### config.mk
export PLATFORM = sky130hd
export DESIGN_NAME = button_event
export DESIGN_NICKNAME = d
export VERILOG_FILES = /design/src/rtl/button_event.sv
export SDC_FILE = /design/constraint.sdc
export NUM_CORES = 1
export LEC_CHECK = 0
export CAP_MARGIN = 10
export CORE_ASPECT_RATIO = 0.7
export CORE_MARGIN = 1
export CORE_UTILIZATION = 58
export CTS_CLUSTER_SIZE = 24
export DETAILED_ROUTE_END_ITERATION = 12
export MAX_ROUTING_LAYER = met4
export PLACE_DENSITY = 0.79
export SETUP_SLACK_MARGIN = 0.5
export SYNTH_ARGS = -nofsm -noshare
export SYNTH_HDL_FRONTEND = slang
export SYNTH_SLANG_ARGS = --single-unit
### constraint.sdc
create_clock -name clk -period 2.6 [get_ports clk]
set_input_delay 0.39 -clock clk [delete_from_list [all_inputs] [get_ports clk]]
set_output_delay 0.39 -clock clk [all_outputs]
set_load 0.02 [all_outputs]
### src/rtl/button_event.sv
// button_event: turns a clean, clk-synchronous button level into press,
// release, long-press and auto-repeat strobes. It also reports a pressed
// level and counts the repeats issued during the current press.
module button_event #(
  parameter int HOLD_CYCLES   = 50000000,
  parameter int REPEAT_CYCLES = 10000000,
  parameter int CNT_WIDTH     = 26,
  parameter bit ACTIVE_LOW    = 1'b1
) (
  input  logic       clk,
  input  logic       rst_n,
  input  logic       data,
  input  logic       enable,
  output logic       pressed,
  output logic       press_pulse,
  output logic       release_pulse,
  output logic       long_pulse,
  output logic       repeat_pulse,
  output logic [7:0] repeat_cnt
);

  typedef enum logic [1:0] {
    S_IDLE  = 2'd0,
    S_PRESS = 2'd1,
    S_HELD  = 2'd2,
    S_LOCK  = 2'd3
  } state_t;

  // Terminal counts. Each value is one less than its period, so a period
  // of 2^CNT_WIDTH still fits in the timer.
  localparam logic [CNT_WIDTH-1:0] HOLD_LAST   = CNT_WIDTH'(HOLD_CYCLES - 1);
  localparam logic [CNT_WIDTH-1:0] REPEAT_LAST = CNT_WIDTH'(REPEAT_CYCLES - 1);
  localparam logic [CNT_WIDTH-1:0] CNT_MAX     =
    (HOLD_CYCLES > REPEAT_CYCLES) ? HOLD_LAST : REPEAT_LAST;

  state_t               r_state;
  state_t               w_state_next;
  logic [CNT_WIDTH-1:0] r_cnt;
  logic [CNT_WIDTH-1:0] w_cnt_next;
  logic [7:0]           r_rep_cnt;
  logic [7:0]           w_rep_cnt_next;
  logic                 r_press;
  logic                 r_release;
  logic                 r_long;
  logic                 r_repeat;
  logic                 w_press_next;
  logic                 w_release_next;
  logic                 w_long_next;
  logic                 w_repeat_next;
  logic                 w_act;

  // Normalise the button polarity: w_act = 1 means pressed.
  assign w_act = data ^ ACTIVE_LOW;

  // State register, timer, repeat counter and registered strobes.
  // Reset enters LOCK, so a button held through reset stays silent.
  always_ff @(posedge clk or negedge rst_n) begin
    if (!rst_n) begin
      r_state   <= S_LOCK;
      r_cnt     <= '0;
      r_rep_cnt <= 8'd0;
      r_press   <= 1'b0;
      r_release <= 1'b0;
      r_long    <= 1'b0;
      r_repeat  <= 1'b0;
    end else begin
      r_state   <= w_state_next;
      r_cnt     <= w_cnt_next;
      r_rep_cnt <= w_rep_cnt_next;
      r_press   <= w_press_next;
      r_release <= w_release_next;
      r_long    <= w_long_next;
      r_repeat  <= w_repeat_next;
    end
  end

  // Next-state logic. Disable wins over everything, including a release.
  // In PRESS and HELD a release on the threshold edge wins over that threshold.
  always_comb begin
    w_state_next   = r_state;
    w_cnt_next     = r_cnt;
    w_rep_cnt_next = r_rep_cnt;
    w_press_next   = 1'b0;
    w_release_next = 1'b0;
    w_long_next    = 1'b0;
    w_repeat_next  = 1'b0;
    if (!enable) begin
      w_state_next = S_LOCK;
      w_cnt_next   = '0;
    end else begin
      case (r_state)
        S_IDLE: begin
          if (w_act) begin
            w_state_next   = S_PRESS;
            w_press_next   = 1'b1;
            w_cnt_next     = '0;
            w_rep_cnt_next = 8'd0;
          end
        end
        S_PRESS: begin
          if (!w_act) begin
            w_state_next   = S_IDLE;
            w_release_next = 1'b1;
          end else if (r_cnt == HOLD_LAST) begin
            w_state_next = S_HELD;
            w_long_next  = 1'b1;
            w_cnt_next   = '0;
          end else begin
            w_cnt_next = r_cnt + 1'b1;
          end
        end
        S_HELD: begin
          if (!w_act) begin
            w_state_next   = S_IDLE;
            w_release_next = 1'b1;
          end else if (r_cnt == REPEAT_LAST) begin
            w_repeat_next = 1'b1;
            w_cnt_next    = '0;
            if (r_rep_cnt != 8'hFF) begin
              w_rep_cnt_next = r_rep_cnt + 8'd1;
            end
          end else begin
            w_cnt_next = r_cnt + 1'b1;
          end
        end
        S_LOCK: begin
          // Leave only once the button is seen released, so a held button
          // does not produce a press when the block is re-enabled.
          if (!w_act) begin
            w_state_next = S_IDLE;
          end
        end
        default: begin
          w_state_next = S_LOCK;
          w_cnt_next   = '0;
        end
      endcase
    end
  end

  // Output decode: pressed follows the state, and strobes come from their registers.
  always_comb begin
    pressed       = (r_state == S_PRESS) || (r_state == S_HELD);
    press_pulse   = r_press;
    release_pulse = r_release;
    long_pulse    = r_long;
    repeat_pulse  = r_repeat;
    repeat_cnt    = r_rep_cnt;
  end

  // The timer resets on every threshold, so it never passes the larger terminal count.
  assert property (@(posedge clk) disable iff (!rst_n) r_cnt <= CNT_MAX);

endmodule

After elaboration in Yosys (flattened, before gate mapping)
Cells that the tools add are included.
W data, S select, Z words.
{"block": "totals", "ff_bits": 40, "latch_bits": 0, "ram_bits": 0, "romBits": 0, "inputBits": 4, "output_inout_bits": 13, "wordCells": 65, "memories": 0}
{"block": "op_classes", "n_addsub": 2, "n_mul": 0, "n_div": 0, "magnitude_cmp": 0, "eq_ne": 16, "shifts": 0, "muxes": 32, "bitwise": 0, "reduce_logical": 8}
{"op": "$mux W26", "count": 6}
{"op": "$pmux W26 S3", "count": 1}
{"op": "$mux W8", "count": 4}
{"op": "$add A26 B1 Y26 const B", "count": 1}
{"op": "$eq A26 B24 Y1 const B", "count": 1}
{"op": "$eq A26 B26 Y1 const B", "count": 1}
{"op": "$pmux W8 S2", "count": 1}
{"op": "$mux W1", "count": 14}
{"op": "$ne A3 B3 Y1 const B", "count": 4}
{"op": "$mux W2", "count": 5}
{"op": "$add A8 B1 Y8 const B", "count": 1}
{"op": "$ne A2 B2 Y1 const B", "count": 4}
{"op": "$ne A8 B8 Y1 const B", "count": 1}
{"op": "$pmux W2 S3", "count": 1}
{"op": "$reduce_and A6 Y1", "count": 1}
{"op": "$eq A2 B2 Y1 const B", "count": 2}
{"op": "$ne A4 B1 Y1 const B", "count": 1}
{"op": "$ne A4 B4 Y1 const B", "count": 1}
{"op": "$reduce_and A4 Y1", "count": 1}
{"op": "$reduce_or A2 Y1", "count": 2}
{"op": "$reduce_and A3 Y1", "count": 1}
{"op": "$eq A2 B1 Y1 const B", "count": 1}
{"op": "$logic_not A2 Y1", "count": 1}
{"op": "$reduce_bool A2 Y1", "count": 1}
{"op": "$logic_or A1 B1 Y1", "count": 1}

Longest topological paths before layout
Gate-level depths: netlist of the first run.
{"block": "logic_depth", "depth_word": 5, "mapped_depth": 10, "mapped_depth_nobuf": 8}

Worst setup path after synthesis of the first run
OpenSTA, ideal clock, no wires.
{"block": "synth_path", "kind": "register to register", "from": "register r_state[0]", "to": "register r_cnt[25]", "setup_ns": 0.083, "arrival_time_ns": 2.179, "setup_slack_ns": 0.338, "path_stages_with_launch": 9, "n_path_buf": 1, "synth_period_minus_slack_ns": 2.262, "path_cell_list": "dfstp_2 > inv_1 > ha_1 > nand2_1 > a2111oi_4 > nor2_1 > clkbuf_2 > or3_1 > o21ai_0"}
{"block": "synth_via", "elab_chain_cells": 3}
{"item": "start, declared", "line": "36", "rtl": "state_t r_state;"}
{"item": "start signal, assigned", "line": "67", "rtl": "r_state <= w_state_next;"}
{"item": "$eq A2 B1 Y1, or another cell as far along", "line": "91", "rtl": "case (r_state)"}
{"item": "$ne A4 B1 Y1 (no line), or another cell as far along"}
{"item": "$reduce_and A4 Y1 (no line) or $mux W26 (tied branches)"}
{"item": "end signal, assigned", "line": "68", "rtl": "r_cnt <= w_cnt_next;"}
{"item": "end, declared", "line": "38", "rtl": "logic [CNT_WIDTH-1:0] r_cnt;"}
Several ways; a longest one is shown, not always the timed one.
A chain may end at the register's enable or synchronous reset.

Worst setup path in the final report of the first run
{"block": "layout_path", "from": "register r_state[0]", "to": "register r_cnt[12]"}
Same word-level chain as after synthesis.

==> impl_metrics.ini, run 1 <==
[timing]
fin_skew_ns = 0.00811
finalWorstSetupSlack_ns = 0.428
fmaxAchievable_ghz = 0.460
final_report_hold_violation_count = 0
finalSetupViolations = 0
timing.final.crit_share = 0.835
timing.final.max_slew_violations = 0
worst_slew_margin_rel = 0.389
setup_total_negative_slack_ns = 0
hold-worst-slack_ns = 0.222
fin_crit_ns = 2.17
timing_worst_slew_pin_value_ns = 0.916
grt_setup_unrepaired = true

[placement]
last_weighted_congestion_value_of_the_routability_driven_placer = 0.887
detailedPlacementHpwl_um = 4140
worst_slack_at_placement_ns = -0.187
placement.io_buffers = 16

[global_route]
grtUsageTotal = 0.331
first_global_vias = 2108
grt_first_pass_wirelength_um = 10100
grt_antenna_before_repair = 0
gr-total-overflow = 0
grt_max_degree = 41

[pwr]
p_int_mw = 0.980
power.density_cell_area_mw_per_mm2 = 445
irDropWorstVdd_v = 0.000394
clock_power_share = 0.314
netSwitchingPower_mw = 0.424
sequential_cell_fraction_of_total_power = 0.457
pwr-share-comb = 0.229
share_of_total_power_consumed_by_net_switching = 0.302
cellLeakagePower_nw = 1.28

[synth]
yosys_register_bits = 40
synth_seq_area_share = 0.428
synth.distinct_cells = 42
synthesis.yosys.warnings = 0
synth-async-reset-ratio = 1.00
syn-mean-instance-area_um2 = 8.97
ys.flop_type = dfrtp_1
net_count_after_synthesis = 271
synth_edf_count = 0
syn-cell-area_mm2 = 0.00234
syn-instance-count = 261

[clock_tree]
htreeDepth = 2
clk_transition_reported_paths_ns = 0.08
clkSinkCount = 40
cts_tree = done
post_cts_hold_buffer_count = 0
worst_skew_pair.late_latency_ns = 0.30
cts.root.buffer_cell = clkbuf_8
clk_path_buf_depth = 2
cts_buffer_count = 5

[setup_path]
worstSetupPathType = flip-flop to flip-flop
worstSetupStartpointType = flip-flop
setup.worst_path.end_class = flip-flop
worst-path-max-fanout = 5
data_arrival_time_at_the_worst_slack_endpoint_ns = 2.34
cp_data_required_time_ns = 2.77

[status]
run_status = completed

[die]
coreArea_mm2 = 0.00369
initial_utilization = 0.634
std_cell_rows = 18
die_y_um = 55.2
die_w_um = 78.0
die_area_mm2 = 0.00430
ios = 17

[final_layout]
drive_gt1_frac = 0.285
nNetsFinal = 328
diodes = 0
nFillCells = 198
syn_to_layout_area_delta_pct = 34.6

[detailed_routing]
drt_first_pass_iters = 5
finalWirelength_um = 7520
postRouteAntennaNets = 0
vias_per_inst = 6.81
wire_per_inst_um = 20.4
routed-via-count = 2514
initialDrtViolationCount = 219
drcViolationCount = 0

[min_path]
min-delay-path-class = input port to async pin

[run]
max_cap_viols = 0
-- final cells by class --
class	instances	area, um2	share of cell area
Multi-Input combinational cell	203	1470	0.467
Clock inverter	1	7.51	0.00238
Sequential cell	40	1010	0.319
Inverter	13	48.8	0.0155
Tap cell	50	62.6	0.0198
Clock buffer	7	86.3	0.0274
Timing Repair Buffer	55	468	0.148
-- path summary, 6_finish.rpt --
path | startpoint | end | slack, ns | depth (start not counted)
setup reg to reg | r_state[0] | r_cnt[12] | 0.43 | 7
max in group asynchronous | rst_n | r_cnt[14] | 1.76 | 1
setup / recovery | r_state[0] | r_cnt[12] | 0.43 | 7
hold / removal | rst_n | r_cnt[19] | 0.22 | 1
hold reg to reg | repeat_cnt[0] | repeat_cnt[0] | 0.57 | 1
min in group clk | repeat_cnt[0] | repeat_cnt[0] | 0.57 | 1
-- cells by family (layout without fill, tap and decap cells) --
family / after synthesis / in the layout / synth area share
xor gates and xnor gates: 3 / 3 / 0.0112
and+or+nand+nor: 121 / 124 / 0.282
DFF: 40 / 40 / 0.428
muxes: 1 / 1 / 0.00427
AOI/OAI and AO/OA: 69 / 69 / 0.206
adders and majority gates: 6 / 6 / 0.0321
buffers and inverters: 21 / 76 / 0.0358
-- stage by stage --
| stage | util | instances | area (um2) | power, mW |
|---|---|---|---|---|
| after floorplan | - | 261 | 2370 | 0.795 |
| after global placement | 0.731 | 339 | 2700 | 0.869 |
| after detailed placement | 0.731 | 339 | 2700 | 0.876 |
| after CTS | 0.806 | 360 | 2980 | 1.35 |
| after global routing | 0.854 | 369 | 3150 | 1.44 |
| final | 0.854 | 369 | 3150 | 1.40 |
-- per-layer routing --
layer  GRT usage  part of all wire  up-vias  wire (um)
li1            -                 -     1099          -
met1       0.422              0.42     1210       3140
met2       0.532              0.45      153       3360
met3      0.0607             0.091       52        685
met4       0.148             0.046        0        345
met5           -                 0        -          0
-- worst max-delay path: stages, from the launching register on --
cell and delay (ns):
dfstp_2 0.57, inv_2 0.07, ha_4 0.32, nand3_1 0.15, a211oi_4 0.28, buf_4 0.20
nor2_4 0.07, o311ai_0 0.37
-- Yosys cell counts, types with 2 or more instances --
master     count  area share
dfrtp_1       38        0.41
nand2_1       29       0.046
o21ai_0       24       0.051
nand3_1       18       0.038
nor3_1        14       0.030
a21oi_1       13       0.028
inv_1         13       0.021
nor2_1        13       0.021
or3_1         11       0.029
and3_1        10       0.027
a21o_1         8       0.026
o311ai_0       8       0.030
ha_1           6       0.032
nand4_1        6       0.016
clkbuf_1       4      0.0064
nand2b_1       4       0.011
a211oi_1       3      0.0096
buf_2          3      0.0064
xnor2_1        3       0.011
a221o_1        2      0.0085
a41oi_1        2      0.0075
and2_1         2      0.0053
dfstp_2        2       0.022
nand4b_1       2      0.0075
nand4bb_1      2      0.0096
nor4_1         2      0.0053
o21a_1         2      0.0064
o22ai_1        2      0.0053
or2_2          2      0.0053
-- cells in the final DEF, fill, tap and decap left out, types with 10 or more instances in the layout --
cell type        instances
a21oi_1                 12
inv_1                   11
nor3_1                  11
nor2_1                  10
nand2_1                 28
o21ai_0                 16
dfrtp_1                 36
clkdlybuf4s50_1         13
nand3_1                 18
buf_4                   34
-- flip-flops by register name, indices dropped and copies added, names as in the netlist --
register	flops
long_pulse	1
press_pulse	1
r_cnt	26
r_state	2
release_pulse	1
repeat_cnt	8
repeat_pulse	1
-- power by group through the flow --
stage          clock [mW]  combinational, mW  sequential (mW)
2_1_floorplan           0              0.139            0.656
3_3_place_gp            0              0.214            0.655
3_5_place_dp            0              0.221            0.655
4_1_cts             0.442              0.270            0.640
5_1_grt             0.463              0.336            0.643
6_report            0.441              0.322            0.642
-- what timing repair did --
action / CTS / global route
setup buffers: 12 / 7
cloned: 1 / 2
pin swaps: 14 / 14
endpoints found under the setup margin: 29 / 31
gates resized for setup: 24 / 35
(Power assumes the default switching activity.)
==> inputs of run 2 (changes only) <==
Clock period 2.6 ns to 2.2 ns, I/O delays scaled along.
==> impl_metrics.ini, run 2 <==
[status]
run_status = stopped before the end
last-stage-reached = 5_1_grt
flow.first_error = [ERROR DPL-0038] Utilization greater than 100%, impossible to legalize

[placement]
last_weighted_congestion_value_of_the_routability_driven_placer = 0.871
placed_area_mm2 = 0.00283
dp_cells = 348
detailedPlacementHpwl_um = 4450
placement.io_buffers = 16

[timing]
worstEndpointGrtRepair = r_cnt[15]$_DFFE_PN0P_/D
worst_endpoint_kind = register data pin

[synth]
commonest_cells_in_the_synthesized_netlist = dfrtp_1 (38), nand2_1 (29), o21ai_0 (24)
synth-async-reset-ratio = 1.00
synth.area.top_cells = dfrtp_1 (41%), o21ai_0 (5.1%), nand2_1 (4.6%), nand3_1 (3.8%), ha_1 (3.2%)
synthesis.yosys.warnings = 0
yosys_register_bits = 40
synth.distinct_cells = 42
post-synth-top-count-cell = dfrtp_1
net_count_after_synthesis = 271
ys.flop_type = dfrtp_1
syn-instance-count = 261
syn-cell-area_mm2 = 0.00234
syn-mean-instance-area_um2 = 8.97
synth_top_cell_by_area = dfrtp_1
synth_edf_count = 0
synth_largest_type_area_fraction = 0.406
synth_seq_area_share = 0.428

[clock_tree]
cts_buffer_count = 5
clkSinkCount = 40
clk_path_buf_depth = 2
cts.root.buffer_cell = clkbuf_8
htreeDepth = 2

[die]
ios = 17
die_y_um = 55.2
die_w_um = 78.0
std_cell_rows = 18
initial_utilization = 0.634

[global_route]
grt_max_degree = 23
-- run 2: per-stage QoR --
| stage | hold slack (ns) | setup WS [ns] |
|---|---|---|
| 2_1_floorplan | 0.0344 | 0.136 |
| 3_3_place_gp | 0.290 | 0.123 |
| 3_5_place_dp | 0.292 | 0.0561 |
| 4_1_cts | 0.505 | 0.125 |
-- run 2: logic make-up after synthesis --
group / synth area share
flip-flops: 0.428
buffers and inverters: 0.0358
XOR/XNOR: 0.0112
multiplexers: 0.00427
adder cells (fa/ha/maj): 0.0321
AO/OA/AOI/OAI: 0.206
AND/OR/NAND/NOR: 0.282
-- run 2: timing repair --
action                                  in CTS
pin swaps                                   17
hold endpoints to repair                    18
gates resized for setup                     34
gates cloned                                 2
buffers inserted                            12
hold buffers                                 1
endpoints found under the setup margin      39
==> inputs of run 3 (changes only) <==
Settings changed: CORE_ASPECT_RATIO 0.7 to default, CORE_UTILIZATION 58 to 40, CTS_CLUSTER_SIZE 24 to default, MAX_ROUTING_LAYER met4 to default, PLACE_DENSITY 0.79 to default, PLACE_DENSITY_LB_ADDON from default to 0.15, SETUP_SLACK_MARGIN 0.5 to default.
==> impl_metrics.ini, run 3 (synthesis results as in run 1) <==
[clock_tree]
worst_skew_pair.late_latency_ns = 0.30
htreeDepth = 2
clk_transition_reported_paths_ns = 0.08
cts.root.buffer_cell = clkbuf_8
cts_tree = done
post_cts_hold_buffer_count = 0
cts_buffer_count = 5
clkSinkCount = 40
clk_path_buf_depth = 2

[pwr]
sequential_cell_fraction_of_total_power = 0.450
p_int_mw = 1.22
netSwitchingPower_mw = 0.468
pwr-share-comb = 0.184
irDropWorstVdd_v = 0.000257
share_of_total_power_consumed_by_net_switching = 0.278
cellLeakagePower_nw = 1.26
power.density_cell_area_mw_per_mm2 = 550
clock_power_share = 0.366

[placement]
placed_area_mm2 = 0.00286
placement.io_buffers = 16
last_weighted_congestion_value_of_the_routability_driven_placer = 0.846
detailedPlacementHpwl_um = 4220
worst_slack_at_placement_ns = -0.0363

[detailed_routing]
routed_wl_met3_um = 270
routedLengthMet1_um = 2750
drcViolationCount = 0
vias_per_inst = 5.59
wire_per_inst_um = 15.0
routed.top_layer = met4
finalWirelength_um = 5800
initialDrtViolationCount = 166
met2RoutedLength_um = 2740
drt_first_pass_iters = 4
postRouteAntennaNets = 0
routed-via-count = 2168

[die]
die_y_um = 78.5
initial_utilization = 0.420
coreArea_mm2 = 0.00557
ios = 17
die_w_um = 78.5
std_cell_rows = 27
die_area_mm2 = 0.00617

[timing]
timing_worst_slew_pin_value_ns = 0.649
worst_slew_margin_rel = 0.567
fin_skew_ns = 0.00700
finalWorstSetupSlack_ns = 0.0824
timing.final.crit_share = 0.963
timing.final.max_slew_violations = 0
finalSetupViolations = 0
grt_setup_unrepaired = true
fmaxAchievable_ghz = 0.472
hold-worst-slack_ns = 0.0434
fin_crit_ns = 2.12
final_report_hold_violation_count = 0

[global_route]
gr-total-overflow = 0
grt_antenna_before_repair = 0
grtUsageTotal = 0.206
first_global_vias = 2010
grt_max_degree = 28
grt_first_pass_wirelength_um = 9770

[final_layout]
drive_gt1_frac = 0.234
final_core_utilization = 0.549
syn_to_layout_area_delta_pct = 30.7
largest_register_ffs = 26
finalInstanceArea_mm2 = 0.00306
diodes = 0
final_cell_mix = dfrtp_1 (37), buf_4 (36), nand2_1 (28), o21ai_0 (23), nand3_1 (18)
nNetsFinal = 325
mostFrequentLayoutCell = dfrtp_1
largest_register = r_cnt

[setup_path]
worstSetupStartpointType = flip-flop
worst-path-max-fanout = 20
cp_data_required_time_ns = 2.42
setup.worst_path.end_class = flip-flop
worstSetupPathType = flip-flop to flip-flop
data_arrival_time_at_the_worst_slack_endpoint_ns = 2.34

[status]
run_status = completed

[min_path]
min-delay-path-class = input port to async pin

[run]
max_cap_viols = 0
[run 3: path summary, 6_finish.rpt]
path | start | slack [ns] | endpoint | cells past startpoint
setup / recovery | r_state[1] | 0.08 | r_cnt[19] | 8
hold / removal | rst_n | 0.04 | release_pulse | 1
setup reg to reg | r_state[1] | 0.08 | r_cnt[19] | 8
hold reg to reg | repeat_cnt[1] | 0.56 | repeat_cnt[1] | 1
max in group asynchronous | rst_n | 1.57 | repeat_cnt[7] | 2
min in group clk | repeat_cnt[1] | 0.56 | repeat_cnt[1] | 1
[run 3: worst max-delay path, stage by stage (launching register included)]
cell	delay, ns
dfstp_2	0.57
ha_1	0.20
nor3_2	0.07
o21a_2	0.23
a211oi_2	0.30
nor2_2	0.10
buf_12	0.16
or3_1	0.33
o21ai_0	0.08
[run 3: power by group through the flow]
stage / sequential (mW) / combinational (mW) / clock [mW]
global placement: 0.771 / 0.286 / 0
floorplan: 0.775 / 0.152 / 0
finish: 0.758 / 0.310 / 0.615
CTS: 0.757 / 0.285 / 0.627
global route: 0.759 / 0.343 / 0.661
detailed placement: 0.772 / 0.288 / 0
[run 3: timing repair]
item,4_1_cts,5_1_grt
gates resized for setup,2,19
setup buffers,0,2
setup endpoints to repair,8,28
gates cloned,0,0
pin swaps,1,6
[run 3: metal layers]
metal,global-route usage,vias to the layer above
li1,-,1081
met1,0.274,1033
met2,0.340,49
met3,0.0395,5
met4,0.0519,0
met5,0,-
[run 3: stage by stage]
stage	TNS, ns	total power, mW	instances
after detailed placement	-0.121	1.06	378
after floorplan	0	0.927	261
after global routing	-0.0637	1.76	388
final	0	1.68	388
after CTS	-0.0145	1.67	386
after global placement	0	1.06	378
[run 3: area by class of cell]
| type | instances | area, um2 |
|---|---|---|
| Multi-Input combinational cell | 200 | 1330 |
| Fill cell | 518 | 2510 |
| Sequential cell | 40 | 1000 |
| Tap cell | 72 | 90.1 |
| Clock buffer | 5 | 68.8 |
| Inverter | 13 | 48.8 |
| Clock inverter | 3 | 42.5 |
| Timing Repair Buffer | 55 | 475 |
==> inputs of run 4 (changes only) <==
Settings changed: HOLD_SLACK_MARGIN from default to 0.08.
==> impl_metrics.ini, run 4 (synthesis results as in run 1) <==
[placement]
placement.io_buffers = 16
last_weighted_congestion_value_of_the_routability_driven_placer = 0.846
placed_area_mm2 = 0.00286
worst_slack_at_placement_ns = -0.0363
detailedPlacementHpwl_um = 4220

[clock_tree]
cts_tree = done
cts_buffer_count = 5
htreeDepth = 2
clk_transition_reported_paths_ns = 0.08
cts.root.buffer_cell = clkbuf_8
clk_path_buf_depth = 2
worst_skew_pair.late_latency_ns = 0.30
clkSinkCount = 40

[die]
initial_utilization = 0.420
coreArea_mm2 = 0.00557
die_area_mm2 = 0.00617
std_cell_rows = 27
ios = 17
die_w_um = 78.5
die_y_um = 78.5

[timing]
grt_setup_unrepaired = true
final_report_hold_violation_count = 0
timing_worst_slew_pin_value_ns = 0.651
finalSetupViolations = 0
setup_total_negative_slack_ns = 0
finalWorstSetupSlack_ns = 0.0899
fmaxAchievable_ghz = 0.474
fin_crit_ns = 2.11
timing.final.max_slew_violations = 0
timing.final.crit_share = 0.959
fin_skew_ns = 0.00584
worst_slew_margin_rel = 0.566

[global_route]
grt_max_degree = 28
grt_antenna_before_repair = 0
first_global_vias = 2004
grtUsageTotal = 0.205
grt_first_pass_wirelength_um = 9760
gr-total-overflow = 0

[final_layout]
mostFrequentLayoutCell = dfrtp_1
finalInstanceArea_mm2 = 0.00307
syn_to_layout_area_delta_pct = 31.1
largest_register_ffs = 26
diodes = 0
area_of_the_multi_input_gates_mm2 = 0.00133
nNetsFinal = 326
register_area_mm2 = 0.00100
drive_gt1_frac = 0.233
largest_register = r_cnt
final_cell_mix = dfrtp_1 (37), buf_4 (36), nand2_1 (28), o21ai_0 (23), nand3_1 (18)
nFillCells = 515

[detailed_routing]
finalWirelength_um = 5780
wire_per_inst_um = 14.8
drt_first_pass_iters = 4
drcViolationCount = 0
vias_per_inst = 5.50
postRouteAntennaNets = 0
routed-via-count = 2140
initialDrtViolationCount = 141

[setup_path]
worstSetupPathType = flip-flop to flip-flop
worstSetupStartpointType = flip-flop
crit_path_max_incr_delay_ns = 0.57
worst-path-max-fanout = 20
path_delay_family = compound AO/OA/AOI/OAI gates
cp_data_required_time_ns = 2.42
crit_buf_inv = 1
data_arrival_time_at_the_worst_slack_endpoint_ns = 2.33
setup.worst_path.end_class = flip-flop
cp_cell_sequence = ha_1 > nor3_2 > o21a_2 > a211oi_2 > nor2_2 > buf_12 > or3_1 > o21ai_0
critPathSlowestCell = dfstp_2

[status]
run_status = completed

[pwr]
netSwitchingPower_mw = 0.467
p_int_mw = 1.22
power.density_cell_area_mw_per_mm2 = 548
irDropWorstVdd_v = 0.000259
cellLeakagePower_nw = 1.27
share_of_total_power_consumed_by_net_switching = 0.278
sequential_cell_fraction_of_total_power = 0.450
pwr-share-comb = 0.185
clock_power_share = 0.365

[min_path]
min-delay-path-class = flip-flop to flip-flop

[run]
max_cap_viols = 0
==> run 4: cell count changes in the layout (fill, tap and decap cells not counted) <==
cell,delta
dlygate4sd3_1,+1
==> run 4: what timing repair did <==
item / in CTS / in global routing
pin swaps: 1 / 6
hold endpoints to repair: 16 / 0
hold buffers: 1 / 0
buffers inserted: 0 / 2
endpoints found under the setup margin: 8 / 28
resized for setup: 2 / 19
==> run 4: final timing paths <==
kind	start	end	slack, ns	depth (start not counted)
worst min-delay path	repeat_cnt[1]	repeat_cnt[1]	0.56	1
worst max-delay path	r_state[1]	r_cnt[15]	0.09	8
worst min register to register	repeat_cnt[1]	repeat_cnt[1]	0.56	1
min in group asynchronous	rst_n	release_pulse	0.59	2
max in group asynchronous	rst_n	r_cnt[17]	1.03	3
worst max register to register	r_state[1]	r_cnt[15]	0.09	8
==> run 4: final cells by class <==
type                    count  share of cell area
clock buffers               5              0.0224
clock inverters             3              0.0139
inverters                  13              0.0159
multi-input cells         200               0.433
flip-flops and latches     40               0.327
well taps                  72              0.0293
repair buffers             56               0.158
==> run 4: per-stage QoR <==
stage,hold slack [ns],util,instances,power (mW)
3_3_place_gp,0.401,0.513,378,1.06
4_1_cts,0.566,0.535,387,1.67
3_5_place_dp,0.398,0.513,378,1.06
6_report,0.563,0.551,389,1.68
2_1_floorplan,0.0344,-,261,0.927
5_1_grt,0.596,0.551,389,1.77
==> run 4: worst reg2reg max path, stage by stage (launching register included) <==
cell      delay (ns)
dfstp_2         0.57
ha_1            0.20
nor3_2          0.07
o21a_2          0.23
a211oi_2        0.29
nor2_2          0.10
buf_12          0.16
or3_1           0.33
o21ai_0         0.08
==> run 4: power by group through the flow <==
stage | registers [mW] | logic, mW | clock network (mW)
3_3_place_gp | 0.771 | 0.286 | 0
6_report | 0.758 | 0.311 | 0.615
5_1_grt | 0.759 | 0.344 | 0.661
4_1_cts | 0.757 | 0.287 | 0.627
3_5_place_dp | 0.772 | 0.288 | 0
2_1_floorplan | 0.775 | 0.152 | 0
==> run 4: layer usage <==
metal,vias up,GRT usage,wire (um)
li1,1081,-,-
met1,1020,0.274,2780
met2,34,0.339,2740
met3,5,0.0395,208
met4,0,0.0519,51
met5,-,0,0
==> RTL edit 1 (flow settings as in run 4) <==
Make the reset (`rst_n`) synchronous in one clocked block.
--- a/src/rtl/button_event.sv
+++ b/src/rtl/button_event.sv
@@ -56,3 +56,3 @@
   // Reset enters LOCK, so a button held through reset stays silent.
-  always_ff @(posedge clk or negedge rst_n) begin
+  always_ff @(posedge clk) begin
     if (!rst_n) begin
Check against the original RTL: differs if rst_n is asserted again (counterexample within 4 cycles, from zero or initial values and one cycle with rst_n low); with rst_n held inactive, the same outputs for 10 cycles.
==> RTL edit 1 against run 4 <==
Cell count fell by 11%; setup slack improved by 0.12 ns; sequential cell count did not move; final area fell by 17%; routed wire length fell by 21%; area after synthesis fell by 6.9%; count of clock-buffer cells in the layout rose by 1; non-clock buffer count fell by 26; critical path type is now reg -> out; highest routed layer unchanged.
Power is not compared: it rests on default switching activity, and its combinational part moved more than twofold at a synthesized area within 25%.
==> RTL edit 1: results (changes against run 4) <==
status: "finished, final reports clean"
crit_start: "r_state[0]"
nets: 286  # -12%
finalCriticalPeriod_ns: 1.987  # -0.1233 ns
place_area_mm2: 0.002457  # -14%
inv_count: 5  # -8
r2r-end: "repeat_cnt[3]"
sh_seq_area_pct: 31.34  # -1.4 points
synth-xor-area-share_pct: 9.242  # +8.1 points
crit_slowest_cell: "clkdlybuf4s50_1"
r2r_start: "repeat_cnt[0]"
hold_depth: 2  # +1
rr_worst_depth: 6  # -2
synth_compound_area_share_pct: 10.22  # -10 points
syn_nets: 258  # -4.8%
dp_hpwl_mm: 3.267  # -23%
holdPathEnd: "r_cnt[1]"
clkbuf_count: 6  # +1
wl_per_cell_um: 13.09  # -12%
placed_cells: 339  # -10%
first_iter_violations: 92  # -35%
rrSetupSlack_ns: 0.22  # +0.13 ns
min_from: "r_cnt[1]"
multi_input_area_mm2: 0.001285  # -3.4%
avgViaCountPerCell: 5.418  # -1.5%
async_flop_share_pct: 0  # -100 points
place_ws_ns: 0.2599  # +0.2963 ns
clkCellAreaFrac_pct: 3.820  # +0.19 points
grt_pass1_wl_mm: 7.465  # -23%
ys_seq_area_share_pct: 36.74  # -6.1 points
grtUsageTotal_pct: 17.54  # -3.0 points
multi_input_area_share_pct: 50.29  # +7.0 points
crit_fanout: 4  # -80%
==> RTL edit 1: cell count changes in the layout (fill, tap and decap cells not counted), sizes merged, moves of 7 or more <==
cell and delta:
inv -8, buf -26, nor2 +18, or3 -9, nor3 -8, nand2 -11, dfrtp -38, a21o -7
xor2 +14, o311ai -7, dfxtp +40, o21ai -23, a21oi -11
==> RTL edit 1: routing by layer <==
metal	track usage, %	wire [um]	up-vias
li1	-	-	965
met1	24.07	2283	859
met2	26.25	1977	42
met3	4.101	183	14
met4	7.407	97	0
met5	0	0	-
==> RTL edit 1: worst register-to-register path, stage by stage, from the launching register on <==
cell and delay [ns]:
dfxtp_1 0.36, ha_1 0.25, and3_1 0.23, and3_1 0.23
a41o_1 0.27, or4_1 0.51, nand3_1 0.09
==> RTL edit 2 (settings of run 4) <==
Made on the original files. Set the parameter `CNT_WIDTH` to 22 (it was 26).
--- a/src/rtl/button_event.sv
+++ b/src/rtl/button_event.sv
@@ -6,3 +6,3 @@
   parameter int REPEAT_CYCLES = 10000000,
-  parameter int CNT_WIDTH     = 26,
+  parameter int CNT_WIDTH     = 22,
   parameter bit ACTIVE_LOW    = 1'b1
Behaviour: same outputs for any inputs over 10 cycles, from zero or initial values and one cycle with rst_n low; that may be too few to reach the edited logic, so the function may still have changed.
==> RTL edit 2 against run 4 <==
The flow now finishes with violations (negative setup slack); area after synthesis is 7.9% lower; sequential cell count is 4 lower; first-iteration DRC count decreased by 37%; power down 11%; routed wire length is 9.7% lower; setup slack lost 0.092 ns; count of clock-buffer cells in the layout rose by 3; clock power fell by 19%; clock skew increased by 0.0037 ns; final area down 12%; synthesized cell count is 6.1% lower; cell count fell by 8.7%; via count down 8.1%; largest cell class unchanged.
==> RTL edit 2: results (changes against run 4) <==
finalSetupViolations: 1  # +1
violations: "negative setup slack"
via_count: 1967  # -8.1%
place_congestion: 0.8394  # -0.73%
r2r_start: "r_cnt[16]"
dr_wl_met2_mm: 2.425  # -11%
r2r-end: "repeat_cnt[6]"
wl_met1_mm: 2.498  # -10%
first_iter_violations: 89  # -37%
grt_pass1_wl_mm: 8.625  # -12%
nets: 294  # -9.8%
syn_nets: 255  # -5.9%
cts.repair.resized: 6  # +4
seqCellArea_um2: 903.4  # -10%
finalWorstSetupSlack_ns: -0.001936  # -0.09183 ns
leakage_nw: 1.122  # -11%
hold_ws_ns: 0.1325  # -0.4309 ns
grtUsageTotal_pct: 20.02  # -0.51 points
synth_area_per_cell_um2: 8.809  # -1.8%
crit_fanout: 11  # -45%
grt_pass1_vias: 1818  # -9.3%
clock.fmax_mhz: 454.1  # -4.2%
gr-usage-met2_pct: 30.75  # -3.2 points
dp_hpwl_mm: 3.604  # -15%
status: "complete, but fails checks"
wl_per_cell_um: 14.69  # -1.0%
placed_cells: 345  # -8.7%
ys_seq_area_share_pct: 41.86  # -0.99 points
ys_top_cells_by_count: "34 x dfrtp_1, 20 x a21oi_1, 19 x nand2_1, 18 x nor2_1, 16 x inv_1"
cp_top_family: "simple AND/OR/NAND/NOR gates"
hp-class: "in -> async"
nFillCells: 499  # -3.1%
grt_max_degree: 37  # +32%
rr_worst_depth: 5  # -3
==> RTL edit 2: cells by family after synthesis <==
group	share of synthesized area, %
muxes	0.4638
and+or+nand+nor	25.68
xor gates and xnor gates	5.275
DFF	41.86
AOI/OAI and AO/OA	18.49
adders and majority gates	3.478
buffers and inverters	4.754
==> RTL edit 2: stage by stage <==
step	setup slack [ns]	power, mW	TNS (ns)
floorplan	0.1069	0.8781	0
global placement	-0.07019	0.9979	-0.3614
detailed placement	-0.1325	0.9942	-2.111
CTS	0.005141	1.493	0
global route	-0.05527	1.566	-0.2171
finish	-0.001936	1.490	-0.001936
==> RTL edit 2: where the power goes <==
group	leakage [nW]	total, mW	switching (mW)	internal [mW]
combinational	0.583	0.295	0.182	0.113
sequential	0.494	0.699	0.0150	0.684
clock	0.0455	0.496	0.240	0.256
==> RTL edit 2: layout make-up <==
cell class,instances,area share [%]
tap,70,3.233
clock buffer,8,3.326
sequential,36,33.35
timing repair buffer,43,13.30
inverter,16,2.217
multi-input combinational,182,44.57
